**config.mk**
```make
export PLATFORM = sky130hd
export DESIGN_NAME = if_fetch_unit
export DESIGN_NICKNAME = d
export VERILOG_FILES = /design/src/rtl/if_fetch_unit.sv
export SDC_FILE = /design/constraint.sdc
export NUM_CORES = 1
export LEC_CHECK = 0
export CORE_MARGIN = 3
export CORE_UTILIZATION = 35
export CTS_BUF_LIST = sky130_fd_sc_hd__clkbuf_4 sky130_fd_sc_hd__clkbuf_8 sky130_fd_sc_hd__clkbuf_16
export DETAILED_ROUTE_END_ITERATION = 12
export GPL_ROUTABILITY_DRIVEN = 0
export PLACE_DENSITY = 0.66
export SYNTH_ARGS = -nofsm -noshare
export SYNTH_HDL_FRONTEND = slang
export SYNTH_SLANG_ARGS = --single-unit
```
**constraint.sdc**
```tcl
create_clock -name clk -period 5.4 [get_ports clk]
set_input_delay 1.35 -clock clk [delete_from_list [all_inputs] [get_ports clk]]
set_output_delay 1.35 -clock clk [all_outputs]
set_load 0.01 [all_outputs]
```
**src/rtl/if_fetch_unit.sv**
```systemverilog
// Instruction fetch stage: drives the instruction memory request and computes
// the next PC. It also owns the IF/ID pipeline register. A one-entry hold
// buffer catches a fetch that completes while ID is stalled. Requests that are
// still outstanding when a redirect or a reset arrives are tracked, so that
// their late responses are dropped.
module if_fetch_unit #(
    parameter int unsigned     WORD     = 32,
    parameter logic [WORD-1:0] RESET_PC = '0
) (
    input  logic            clk,
    input  logic            rst_n,
    input  logic [WORD-1:0] curr_pc,
    output logic [WORD-1:0] next_pc,
    output logic            imem_req,
    output logic [WORD-1:0] imem_addr,
    input  logic            imem_rvalid,
    input  logic [WORD-1:0] imem_rdata,
    input  logic            stall_i,
    input  logic            redirect_i,
    input  logic [WORD-1:0] redirect_pc_i,
    output logic            id_valid,
    output logic [WORD-1:0] id_instr,
    output logic [WORD-1:0] id_pc,
    output logic [WORD-1:0] id_pc_plus4
);

    localparam logic [WORD-1:0] PC_STEP = WORD'(4);

    typedef enum logic [1:0] {
        FETCH,
        HOLD,
        KILL
    } state_t;

    state_t          state;
    logic            inflight;      // memory still owes a response
    logic            drop_pending;  // owed response belongs to a pre-reset request
    logic [WORD-1:0] hold_instr;
    logic [WORD-1:0] hold_pc;
    logic            fetch_done;
    logic            id_free;

    // A response is live data only in FETCH and only if it is not a leftover from before reset
    assign fetch_done  = (state == FETCH) && imem_rvalid && !drop_pending;
    assign id_free     = !id_valid || !stall_i;

    // Memory request, fetch address and IF/ID pc+4
    always_comb begin
        imem_req    = rst_n && (state == FETCH);
        imem_addr   = {curr_pc[WORD-1:2], 2'b00};
        id_pc_plus4 = id_pc + PC_STEP;
    end

    // Next PC selection: reset, then redirect, then fetch completion, else hold
    always_comb begin
        next_pc = curr_pc;
        if (!rst_n) begin
            next_pc = RESET_PC;
        end else if (redirect_i) begin
            next_pc = {redirect_pc_i[WORD-1:2], 2'b00};
        end else if (fetch_done) begin
            next_pc = curr_pc + PC_STEP;
        end
    end

    // Fetch FSM, IF/ID register, hold buffer and outstanding-request tracking
    always_ff @(posedge clk) begin
        if (!rst_n) begin
            state        <= FETCH;
            id_valid     <= 1'b0;
            id_instr     <= '0;
            id_pc        <= '0;
            hold_instr   <= '0;
            hold_pc      <= '0;
            // Reset cannot cancel a request already at the memory; remember it
            // so its response is discarded after reset is released.
            inflight     <= inflight & ~imem_rvalid;
            drop_pending <= inflight & ~imem_rvalid;
        end else begin
            inflight <= (inflight | imem_req) & ~imem_rvalid;
            if (imem_rvalid) begin
                drop_pending <= 1'b0;
            end

            case (state)
                FETCH: begin
                    if (redirect_i) begin
                        id_valid <= 1'b0;
                        if (!imem_rvalid) begin
                            state <= KILL;
                        end
                    end else if (fetch_done) begin
                        if (id_free) begin
                            id_valid <= 1'b1;
                            id_instr <= imem_rdata;
                            id_pc    <= curr_pc;
                        end else begin
                            hold_instr <= imem_rdata;
                            hold_pc    <= curr_pc;
                            state      <= HOLD;
                        end
                    end else if (!stall_i) begin
                        id_valid <= 1'b0;
                    end
                end

                HOLD: begin
                    if (redirect_i) begin
                        id_valid   <= 1'b0;
                        hold_instr <= '0;
                        hold_pc    <= '0;
                        state      <= FETCH;
                    end else if (!stall_i) begin
                        id_valid <= 1'b1;
                        id_instr <= hold_instr;
                        id_pc    <= hold_pc;
                        state    <= FETCH;
                    end
                end

                KILL: begin
                    if (redirect_i || !stall_i) begin
                        id_valid <= 1'b0;
                    end
                    if (imem_rvalid) begin
                        state <= FETCH;
                    end
                end

                default: begin
                    state <= FETCH;
                end
            endcase
        end
    end

endmodule
```
# ---- Yosys cells after proc, flatten, opt, wreduce, memory -nomap -nowiden
# Index checks and enable logic that the tools add are counted.
dict set report classes {
  n_addsub 2
  eq_ne 18
  muxes 43
  bitwise_logic 4
  reduce_logical 15
}
# cell n
set ops {}
lappend ops {{2-to-1 mux 32 bit} 20}
lappend ops {{case mux 32 bit (2 select lines)} 4}
lappend ops {{adder 32 x 3 -> 32 bit (second input constant)} 2}
lappend ops {{inequality test 2 bit (second input constant)} 9}
lappend ops {{AND reduction 5 bit} 3}
lappend ops {{2-to-1 mux 2 bit} 7}
lappend ops {{inequality test 3 bit (second input constant)} 4}
lappend ops {{2-to-1 mux 1 bit} 10}
lappend ops {{inequality test 4 bit (second input constant)} 2}
lappend ops {{case mux 2 bit (3 select lines)} 1}
lappend ops {{AND reduction 6 bit} 1}
lappend ops {{logical AND 1 bit} 3}
lappend ops {{logical NOT 1 bit} 3}
lappend ops {{case mux 1 bit (3 select lines)} 1}
lappend ops {{nonzero test 3 bit} 1}
lappend ops {{bitwise AND 1 bit} 2}
lappend ops {{equality test 2 x 1 -> 1 bit (second input constant)} 1}
lappend ops {{equality test 2 bit (second input constant)} 1}
lappend ops {{logical NOT 2 bit} 1}
lappend ops {{logical OR 1 bit} 2}
lappend ops {{inequality test 2 x 1 -> 1 bit (second input constant)} 1}
lappend ops {{nonzero test 2 bit} 1}
lappend ops {{inverter 1 bit} 1}
lappend ops {{bitwise OR 1 bit} 1}
dict set report totals {
  reg_bits 133
  in_bits 101
  word_cells 90
}

# ---- Logic depth before layout (Yosys ltp)
# Gate-level depths: netlist of the first run.
dict set report logic_depth {
  depth_word 6
  mapped_depth 11
}

# ---- Worst setup path after synthesis of the first run
# OpenSTA, ideal clock, no wires.
dict set report synth_path {
  path_kind {in2out}
  startpoint {in curr_pc[2]}
  endpoint {out next_pc[14]}
  arrival_time_ns 2.881
  t_required_ns 4.050
  slack_ns 1.169
  path_stages 6
  cell_sequence {ha_1 -> nand2b_1 -> nor4_2 -> nand4_1 -> xor2_1 -> a211oi_1}
}
dict set report synth_between {
  elab_chain_cells 4
}
# item line_no
set synth_rtl {}
lappend synth_rtl {{start: declaration} 12} ;# input logic [WORD-1:0] curr_pc,
lappend synth_rtl {{adder 32 x 3 -> 32 bit} 62} ;# next_pc = curr_pc + PC_STEP;
lappend synth_rtl {{2-to-1 mux 32 bit} 61} ;# end else if (fetch_done) begin
lappend synth_rtl {{2-to-1 mux 32 bit} 59} ;# end else if (redirect_i) begin
lappend synth_rtl {{2-to-1 mux 32 bit} 57} ;# if (!rst_n) begin
lappend synth_rtl {{end: declaration} 13} ;# output logic [WORD-1:0] next_pc,
# Every way passes these cells.

# ---- Final worst setup path of the first run
dict set report layout_path {
  startpoint {in curr_pc[8]}
  endpoint {out next_pc[11]}
}
# The elaborated chain is that of the path after synthesis.

==> results of run 1 <==
## cells in the mapped netlist, types with 2 or more instances
cell type,number,area share [%]
a211oi_1,57,6.1
a21oi_1,62,4.4
a22o_1,64,8.0
and2_1,4,0.36
and3_1,5,0.45
and4_1,3,0.38
buf_1,4,0.22
buf_2,13,0.93
buf_4,34,3.7
clkbuf_1,41,2.2
dfxtp_1,132,38
ha_1,6,1.1
inv_1,9,0.48
mux2_2,2,0.32
mux2i_1,33,4.7
nand2_1,43,2.3
nand2b_1,2,0.18
nand3_1,21,1.5
nand3b_1,2,0.22
nand4_1,18,1.6
nor2_1,79,4.2
nor2b_1,34,3.0
nor3_1,11,0.79
nor4_1,4,0.36
nor4_2,3,0.54
o211a_1,11,1.6
o21ai_0,24,1.7
o21ba_2,2,0.29
o31ai_1,2,0.22
or4_1,2,0.22
xnor2_1,37,4.6
xor2_1,20,2.5
## stage by stage
| step | std cells | worst slack (ns) |
|---|---|---|
| 4_1_cts | 1308 | 0.0472 |
| 6_report | 1308 | 0.249 |
| 3_5_place_dp | 1276 | 0.0647 |
| 2_1_floorplan | 803 | 1.17 |
| 5_1_grt | 1308 | 0.118 |
| 3_3_place_gp | 1276 | 0.0707 |
## per-layer routing
metal  GRT usage [%]  vias to the layer above  routed length, um
met1            25.5                     3092               9890
met5               0                        -                 13
met4            5.08                        2                207
met2            35.0                      225              11000
met3            5.89                       16               1730
li1                -                     3322                  -
## sequential cells by signal, indices dropped and copies added, names as in the netlist
signal,cells
id_pc,32
id_valid,1
id_instr,32
inflight,1
state,2
hold_instr,32
drop_pending,1
hold_pc,32
## worst register-to-register path, delay by kind of cell, from the launching register on
family	cells	cell delay (ns)
buffers and inverters	2	0.89
and+or+nand+nor	2	0.30
AOI/OAI and AO/OA	2	1.05
adders and majority gates	1	0.41
DFF	1	0.33
## how the worst min path moves through the flow
stage | startpoint | end | slack (ns) | depth (start not counted)
detailed placement | inflight$_DFF_P_ | inflight$_DFF_P_ | 0.46 | 2
global placement | inflight$_DFF_P_ | inflight$_DFF_P_ | 0.45 | 2
finish | hold_instr[18]$_SDFFE_PN0P_ | hold_instr[18]$_SDFFE_PN0P_ | 0.48 | 1
global route | hold_instr[8]$_SDFFE_PN0P_ | hold_instr[8]$_SDFFE_PN0P_ | 0.49 | 1
floorplan | inflight$_DFF_P_ | inflight$_DFF_P_ | 0.43 | 2
CTS | inflight$_DFF_P_ | inflight$_DFF_P_ | 0.48 | 2
## report_power, final
part	internal [uW]	switching (uW)
clock	782	411
sequential	1050	63.8
combinational	384	346
total	2210	821
## cells by family after synthesis
logic type / count (synthesis) / share of synthesized area, %
DFF: 133 / 38.3
buffers and inverters: 104 / 7.78
xor gates and xnor gates: 57 / 7.15
adders and majority gates: 6 / 1.08
AOI/OAI and AO/OA: 228 / 23.1
other: 1 / 0.0537
muxes: 35 / 5.06
and+or+nand+nor: 238 / 17.4
## cell type report
type	count	area share, %
Inverter	10	0.360
Timing Repair Buffer	302	28.2
Sequential cell	133	25.7
Tap cell	265	3.18
Clock buffer	24	4.77
Multi-Input combinational cell	566	36.6
Clock inverter	8	1.17
==> out/qor.txt, run 1 <==
status - completed
final hold vios - 0
post-route core utilization - 53.3%
Tightest Pin Transition - 0.956 ns
Core Footprint - 19500 um2
antenna violations before repair - 1
Crit path depth - 8
Design Power - 3030 uW
Peak VDD IR - 0.189 mV
routed wire length - 22800 um
RSZ-0062 raised after global routing - false
CP arrival - 3.80 ns
ys async rst share - 0%
routed vias/inst - 5.09
Setup violations, final - 0
clk sinks - 133
violation count after the first detailed-routing iteration - 313
die area - 21700 um2
Post-route DRC - 0
number of port buffers - 258
max_cap viols - 0
Die Y - 147 um
most frequent cells in the layout - 255 x clkdlybuf4s50_1, 132 x dfxtp_1, 78 x nor2_1
most used cell, CP - clkdlybuf4s50_1
Main synth FF type - dfxtp_1
Crit path largest cell delay - 0.66 ns
worst r2r dst - hold_instr[3]$_SDFFE_PN0P_
setup TNS - 0 ns
final instance area - 10400 um2
layout net count - 1137
# rows - 51
Pwr Density - 291 nW/um2
worst hold path class - register to register
final worst path period share - 95.4%
CP Launch Point - curr_pc[8]
# IOs - 263
number of diodes - 0
aggregate global-route resource usage - 20.5%
Fillers - 1855
Final ANT Viol Nets - 0
clock period minus worst slack - 5.15 ns
YS warnings - 0
Req. time, crit path - 4.05 ns
Post-DP Area - 9790 um2
first-pass GRT wire length - 35400 um
critical path type - primary input to primary output
leak pwr - 0.00386 uW
clock-pin slew of the registers on the worst-case setup and hold paths - 0.06 ns
Critical Path Source Type - primary input
Mapped Avg Cell Area - 8.70 um2
remaining global-route overflow - 0
Crit. End Element - primary output
largest net degree at the start of global routing - 80
DIE WIDTH - 147 um
Sequential Area - 2670 um2
dpl hpwl - 16300 um
Worst path slowest cell - or4_4
Max Clock Skew - 0.00647 ns
Buffers & Inverters on Critical Path - 3
sequential fraction of the synthesis area - 38.3%
H-Tree Depth - 4
Clock Path Buffers - 2
Initial Util - 35.7%
R2R depth - 7
router iterations before antenna repair - 4
hold_buf cts - 0
number of distinct library cells after synthesis - 50
postcts setup bufs - 0
share of cells above drive strength 1 - 9.11%
delay-heaviest family, CP - buffers and inverters
vias in the first global route - 6401
Inserted Clock Buffers - 17
clock root buffer - clkbuf_16
Routed wire per std cell - 17.4 um
Synth Register Bits - 133
clk_lat worst skew - 0.41 ns
Critical Path, Cell by Cell - clkdlybuf4s50_1 > nand3_1 > or4_4 > buf_4 > nor2_1 > xnor2_1 > a21oi_1 > clkdlybuf4s50_1
CP max FO - 8
reg-to-reg slack, setup - 2.37 ns
slew margin rel. - 36.2%
RR Startpoint - state[1]$_SDFFE_PN0P_
commonest non-fill, non-tap cell in the layout - clkdlybuf4s50_1
Slew Viols, Final - 0
post-cts resize count - 0
multi-input logic area - 3810 um2
detailed-route via count - 6657
Critical Path Sink - next_pc[11]
synthesized instance count - 802
mapped cell area - 6980 um2
P&R area growth vs syn - 49.2%
Fin Hold WS - 0.476 ns
Post-synth EDFFs - 1
CTS tree - yes
fmax - 0.194 GHz
Note: power is estimated with default switching activity, not from simulation.
==> inputs of run 2 (changes only) <==
--- a/config.mk
+++ b/config.mk
@@ -11,6 +11,7 @@
 export DETAILED_ROUTE_END_ITERATION = 12
 export GPL_ROUTABILITY_DRIVEN = 0
 export PLACE_DENSITY = 0.66
+export REMOVE_ABC_BUFFERS = 1
 export SYNTH_ARGS = -nofsm -noshare
 export SYNTH_HDL_FRONTEND = slang
 export SYNTH_SLANG_ARGS = --single-unit
==> run 2 against run 1 <==
- via count decreased by 0.21%
- sequential power about the same
- first-iteration DRC count up 2.6%
- wire length is 0.91% higher
- core utilization is 0.38 points lower
- sequential cell count did not move
- sequential share of layout area increased by 0.19 points
- cell count is 0.46% lower
==> out/qor.txt, run 2 (synthesis gave the netlist of run 1 again) <==
status - completed
Design Power - 2930 uW (-3.4%)
clock root buffer - clkbuf_16
Max Clock Skew - 0.00745 ns (+0.000980 ns)
P&R area growth vs syn - 48.1%
number of port buffers - 258 (unchanged)
fmax - 0.191 GHz (-1.9%)
post-route core utilization - 52.9% (-0.38 points)
met2 wire length - 11100 um (+1.2%)
worst r2r dst - id_pc[16]$_SDFFE_PN0P_
vias in the first global route - 6296 (-1.6%)
Slew Viols, Final - 0 (unchanged)
Fin Hold WS - 0.469 ns (-0.00765 ns)
H-Tree Depth - 4 (unchanged)
switching share of power - 27.6% (+0.52 points)
Die Y - 147 um (unchanged)
Post-route DRC - 0 (unchanged)
most frequent cells in the layout - 257 x clkdlybuf4s50_1, 132 x dfxtp_1, 78 x nor2_1
Crit path largest cell delay - 0.60 ns (-0.06 ns)
CP arrival - 3.90 ns (+0.10 ns)
largest net degree at the start of global routing - 88 (+10%)
Non-Filler Instances - 1302 (-0.46%)
dpl hpwl - 16700 um (+2.2%)
HP Start - inflight$_DFF_P_
final hold vios - 0 (unchanged)
slew margin rel. - 25.5% (-11 points)
Final ANT Viol Nets - 0 (unchanged)
remaining global-route overflow - 0 (unchanged)
routed vias/inst - 5.10 (+0.25%)
R2R depth - 8 (+1)
Routed wire per std cell - 17.7 um (+1.4%)
Core Footprint - 19500 um2 (unchanged)
first-pass GRT wire length - 36200 um (+2.1%)
clk_lat worst skew - 0.41 ns (about the same)
detailed-route via count - 6643 (-0.21%)
DIE WIDTH - 147 um (unchanged)
Met1 Routed Length - 10200 um (+3.2%)
critical path type - primary input to primary output
most used cell, CP - clkdlybuf4s50_1
max_cap viols - 0 (unchanged)
Clock Path Buffers - 2 (unchanged)
die area - 21700 um2 (unchanged)
Peak VDD IR - 0.206 mV (+8.9%)
clock period minus worst slack - 5.25 ns (+0.0977 ns)
Cells after DPL - 1276 (unchanged)
Critical Path, Cell by Cell - clkdlybuf4s50_1 > ha_1 > nand2b_1 > nor4_4 > buf_4 > nand4_1 > xor2_1 > a211oi_1 > clkdlybuf4s50_1
max layer used - met4
worst hold path class - register to register
CTS tree - yes
# IOs - 263 (unchanged)
share of cells above drive strength 1 - 8.58% (-0.53 points)
sequential power share - 37.7% (+1.1 points)
setup TNS - 0 ns (unchanged)
Pwr Density - 284 nW/um2 (-2.7%)
CP max FO - 9 (+1)
antenna violations before repair - 0 (-1)
commonest non-fill, non-tap cell in the layout - clkdlybuf4s50_1
Req. time, crit path - 4.05 ns (about the same)
Inserted Clock Buffers - 17 (unchanged)
Tightest Pin Transition - 1.12 ns (+0.161 ns)
Initial Util - 35.7% (unchanged)
postcts setup bufs - 0 (unchanged)
router iterations before antenna repair - 5 (+1)
Critical Path Source Type - primary input
Crit. End Element - primary output
Worst path slowest cell - clkdlybuf4s50_1
CP Launch Point - curr_pc[2]
Sw Pwr - 809 uW (-1.5%)
number of diodes - 0 (unchanged)
layout net count - 1137 (unchanged)
# rows - 51 (unchanged)
aggregate global-route resource usage - 21.0% (+0.50 points)
Setup violations, final - 0 (unchanged)
Int Power - 2120 uW (-4.0%)
Met3 Wirelength - 1200 um (-31%)
violation count after the first detailed-routing iteration - 321 (+2.6%)
final worst path period share - 97.2% (+1.8 points)
clock share of power - 37.1% (-2.2 points)
RSZ-0062 raised after global routing - false
Comb pwr share - 25.2% (+1.1 points)
clk sinks - 133 (unchanged)
routed wire length - 23000 um (+0.91%)
WHS Path Cells - 2 (+1)
RR Startpoint - state[1]$_SDFFE_PN0P_
hold endpoint - inflight$_DFF_P_
clock-pin slew of the registers on the worst-case setup and hold paths - 0.05 ns (about the same)
reg-to-reg slack, setup - 2.72 ns (+0.35 ns)
leak pwr - 0.00382 uW (-0.96%)
-- run 2: cell types whose count changed in the layout (fill, tap and decap cells not counted), moves of 2 or more --
cell             before  now
clkbuf_4              4    1
clkdlybuf4s50_1     255  257
clkinvlp_4            2    0
dlymetal6s2s_1        2    0
-- run 2: worst max path at each step --
stage	end	slack [ns]	cells past startpoint
floorplan	id_pc[16]$_SDFFE_PN0P_	-2.42	7
global placement	next_pc[19]	0.13	8
detailed placement	next_pc[17]	0.11	8
CTS	next_pc[14]	0.08	9
global route	next_pc[14]	0.0003	9
finish	next_pc[14]	0.15	9
-- run 2: per-layer routing --
| layer | vias to the layer above | track usage [%] |
|---|---|---|
| met5 | - | 0 |
| met4 | 0 | 6.62 |
| met3 | 30 | 4.16 |
| met2 | 177 | 34.1 |
| met1 | 3125 | 28.2 |
| li1 | 3311 | - |
-- run 2: power by group through the flow --
stage / Sequential [uW] / Combinational [uW] / Clock [uW]
6_report: 1100 / 740 / 1090
5_1_grt: 1110 / 804 / 1160
4_1_cts: 1100 / 747 / 1110
3_5_place_dp: 1130 / 742 / 0
3_3_place_gp: 1120 / 738 / 0
2_1_floorplan: 1140 / 314 / 0
-- run 2: worst max-delay path, delay by kind of cell --
kind	cells	cell delay (ns)
buf+inv	3	1.41
fa+ha+maj	1	0.22
simple gates	3	0.53
compound gates	1	0.24
xor+xnor	1	0.15
-- run 2: cell type report --
cell class,instances,area [um2]
clock buffer,20,460
clock inverter,6,81.3
fill,1825,9190
inverter,10,37.5
multi-input combinational,566,3810
sequential,133,2670
tap,265,332
timing repair buffer,302,2950
-- run 2: repair_timing --
action                                  CTS  global route
resized for setup                         0             2
endpoints found under the setup margin    0             5
hold buffers                              0             0
hold endpoints to repair                  0             0
-- run 2: per-stage QoR --
step / setup slack [ns] / area [um2]
4_1_cts: 0.0847 / 10300
3_5_place_dp: 0.112 / 9780
5_1_grt: 0.000345 / 10300
6_report: 0.151 / 10300
2_1_floorplan: -2.42 / 6480
3_3_place_gp: 0.133 / 9780
==> inputs of run 3 (changes only) <==
--- a/config.mk
+++ b/config.mk
@@ -5,12 +5,15 @@
 export SDC_FILE = /design/constraint.sdc
 export NUM_CORES = 1
 export LEC_CHECK = 0
+export CELL_PAD_IN_SITES_DETAIL_PLACEMENT = 1
+export CELL_PAD_IN_SITES_GLOBAL_PLACEMENT = 1
+export CORE_ASPECT_RATIO = 1.4
 export CORE_MARGIN = 3
 export CORE_UTILIZATION = 35
 export CTS_BUF_LIST = sky130_fd_sc_hd__clkbuf_4 sky130_fd_sc_hd__clkbuf_8 sky130_fd_sc_hd__clkbuf_16
 export DETAILED_ROUTE_END_ITERATION = 12
 export GPL_ROUTABILITY_DRIVEN = 0
-export PLACE_DENSITY = 0.66
+export PLACE_DENSITY_LB_ADDON = 0.1
 export REMOVE_ABC_BUFFERS = 1
 export SYNTH_ARGS = -nofsm -noshare
 export SYNTH_HDL_FRONTEND = slang
==> run 3 against run 2 <==
- sequential cell count did not move
- via count rose by 2.3%
- power rose by 0.55%
- critical path type unchanged
- largest cell class unchanged
==> out/qor.txt, run 3 (synthesis gave the netlist of run 1 again) <==
status - completed
RSZ-0062 raised after global routing - true
Clock Path Buffers - 2 (unchanged)
P&R area growth vs syn - 48.0% (about the same)
Non-Filler Instances - 1291 (-0.84%)
clk_lat worst skew - 0.42 ns (about the same)
routed wire length - 23900 um (+3.6%)
slew margin rel. - 43.3% (+18 points)
largest net degree at the start of global routing - 69 (-22%)
Post-route DRC - 0 (unchanged)
# rows - 60 (+18%)
fmax - 0.189 GHz (-0.69%)
H-Tree Depth - 4 (unchanged)
final worst path period share - 97.9% (+0.67 points)
Critical Path, Cell by Cell - clkdlybuf4s50_1 > ha_1 > nand2b_1 > nor4_2 > buf_12 > nand4_1 > xor2_1 > a211oi_1 > clkdlybuf4s50_1
Crit path largest cell delay - 0.63 ns (+0.03 ns)
Initial Util - 36.0% (+0.29 points)
switching share of power - 30.9% (+3.3 points)
number of port buffers - 258 (unchanged)
WHS Path Cells - 2 (unchanged)
Slew Viols, Final - 0 (unchanged)
Routed wire per std cell - 18.5 um (+4.5%)
post-route core utilization - 53.3% (+0.39 points)
R2R depth - 8 (unchanged)
router iterations before antenna repair - 5 (unchanged)
Crit path depth - 9 (unchanged)
leak pwr - 0.00380 uW (-0.47%)
remaining global-route overflow - 0 (unchanged)
CTS tree - yes
Buffers & Inverters on Critical Path - 3 (unchanged)
Die Y - 173 um (+18%)
share of cells above drive strength 1 - 9.12% (+0.53 points)
Comb pwr share - 24.9% (-0.3 points)
Int Power - 2040 uW (-4.0%)
critical path type - primary input to primary output
violation count after the first detailed-routing iteration - 229 (-29%)
final hold vios - 0 (unchanged)
Setup violations, final - 0 (unchanged)
Req. time, crit path - 4.05 ns (about the same)
clock period minus worst slack - 5.29 ns (+0.0363 ns)
first-pass GRT wire length - 38400 um (+6.1%)
sequential power share - 37.5% (-0.2 points)
clock root buffer - clkbuf_16
hold_buf cts - 0 (unchanged)
Crit. End Element - primary output
clock share of power - 37.6% (+0.5 points)
die area - 21700 um2 (+0.11%)
worst hold path class - register to register
DIE WIDTH - 125 um (-15%)
Pwr Density - 285 nW/um2 (+0.64%)
vias in the first global route - 6932 (+10%)
Inserted Clock Buffers - 17 (unchanged)
clock-pin slew of the registers on the worst-case setup and hold paths - 0.06 ns (about the same)
Post-DP Area - 9750 um2 (-0.29%)
Core Footprint - 19400 um2 (-0.81%)
detailed-route via count - 6795 (+2.3%)
Critical Path Source Type - primary input
clk sinks - 133 (unchanged)
# IOs - 263 (unchanged)
commonest non-fill, non-tap cell in the layout - clkdlybuf4s50_1
Tightest Pin Transition - 0.849 ns (-0.268 ns)
antenna violations before repair - 1 (+1)
postcts setup bufs - 0 (unchanged)
Cells after DPL - 1258 (-1.4%)
dpl hpwl - 17600 um (+5.6%)
CP arrival - 3.94 ns (+0.04 ns)
final instance area - 10300 um2 (about the same)
Fin Hold WS - 0.465 ns (-0.00359 ns)
most used cell, CP - clkdlybuf4s50_1
Design Power - 2950 uW (+0.55%)
most frequent cells in the layout - 257 x clkdlybuf4s50_1, 132 x dfxtp_1, 78 x nor2_1
CP max FO - 10 (+1)
Final ANT Viol Nets - 0 (unchanged)
routed vias/inst - 5.26 (+3.2%)
Max Clock Skew - 0.00935 ns (+0.00189 ns)
delay-heaviest family, CP - buffers and inverters
layout net count - 1136 (-0.088%)
Peak VDD IR - 0.195 mV (-5.5%)
aggregate global-route resource usage - 21.8% (+0.81 points)
Sw Pwr - 911 uW (+13%)
Worst path slowest cell - clkdlybuf4s50_1
max_cap viols - 0 (unchanged)
==> run 3: cell types whose count changed in the layout (fill, tap and decap cells not counted), sizes merged <==
cell / before / now
inv: 11 / 21
bufinv: 2 / 0
buf: 45 / 44
clkinvlp: 0 / 3
diode: 0 / 1
clkbuf: 20 / 17
clkinv: 3 / 1
==> run 3: power by group through the flow <==
| stage | Combinational (uW) | Clock, uW | Sequential (uW) |
|---|---|---|---|
| final | 734 | 1110 | 1110 |
| after global routing | 802 | 1180 | 1120 |
| after CTS | 745 | 1130 | 1110 |
| after detailed placement | 741 | 0 | 1130 |
| after global placement | 729 | 0 | 1130 |
| after floorplan | 314 | 0 | 1140 |
==> run 3: timing repair <==
item	4_1_cts	5_1_grt
endpoints found under the hold margin	0	0
gates resized for setup	0	2
endpoints found under the setup margin	0	2
==> run 3: final cells by class <==
class | instances | area [um2]
antenna | 1 | 2.50
clock buffer | 17 | 425
clock inverter | 15 | 135
fill | 2224 | 9040
inverter | 10 | 37.5
multi-input combinational | 566 | 3810
sequential | 133 | 2670
tap | 248 | 310
timing repair buffer | 301 | 2940
==> run 3: worst min-delay path, cell delays in order, from the launching register on <==
cell and delay, ns:
dfxtp_1 0.32, nor2_1 0.04, nor2_1 0.06
==> run 3: per-layer routing <==
metal  track usage, %  vias to the layer above  share of wire (%)
met5                0                        -                  0
li1                 -                     3319                  -
met4             7.50                        0                1.5
met2             37.6                      185                 51
met3             5.38                       24                5.5
met1             26.4                     3267                 42
==> run 3: metrics by stage <==
step / worst slack, ns / setup TNS, ns
6_report: 0.115 / 0
5_1_grt: -0.00201 / -0.00201
4_1_cts: 0.0302 / 0
3_5_place_dp: 0.0341 / 0
3_3_place_gp: 0.113 / 0
2_1_floorplan: -2.42 / -142.60
==> run 3: path summary, 6_finish.rpt <==
path                                       startpoint                endpoint  slack, ns
worst max-delay path                       curr_pc[3]             next_pc[14]       0.11
worst min-delay path                 inflight$_DFF_P_        inflight$_DFF_P_       0.46
worst max register to register  state[1]$_SDFFE_PN0P_  id_pc[29]$_SDFFE_PN0P_       2.37
worst min register to register       inflight$_DFF_P_        inflight$_DFF_P_       0.46
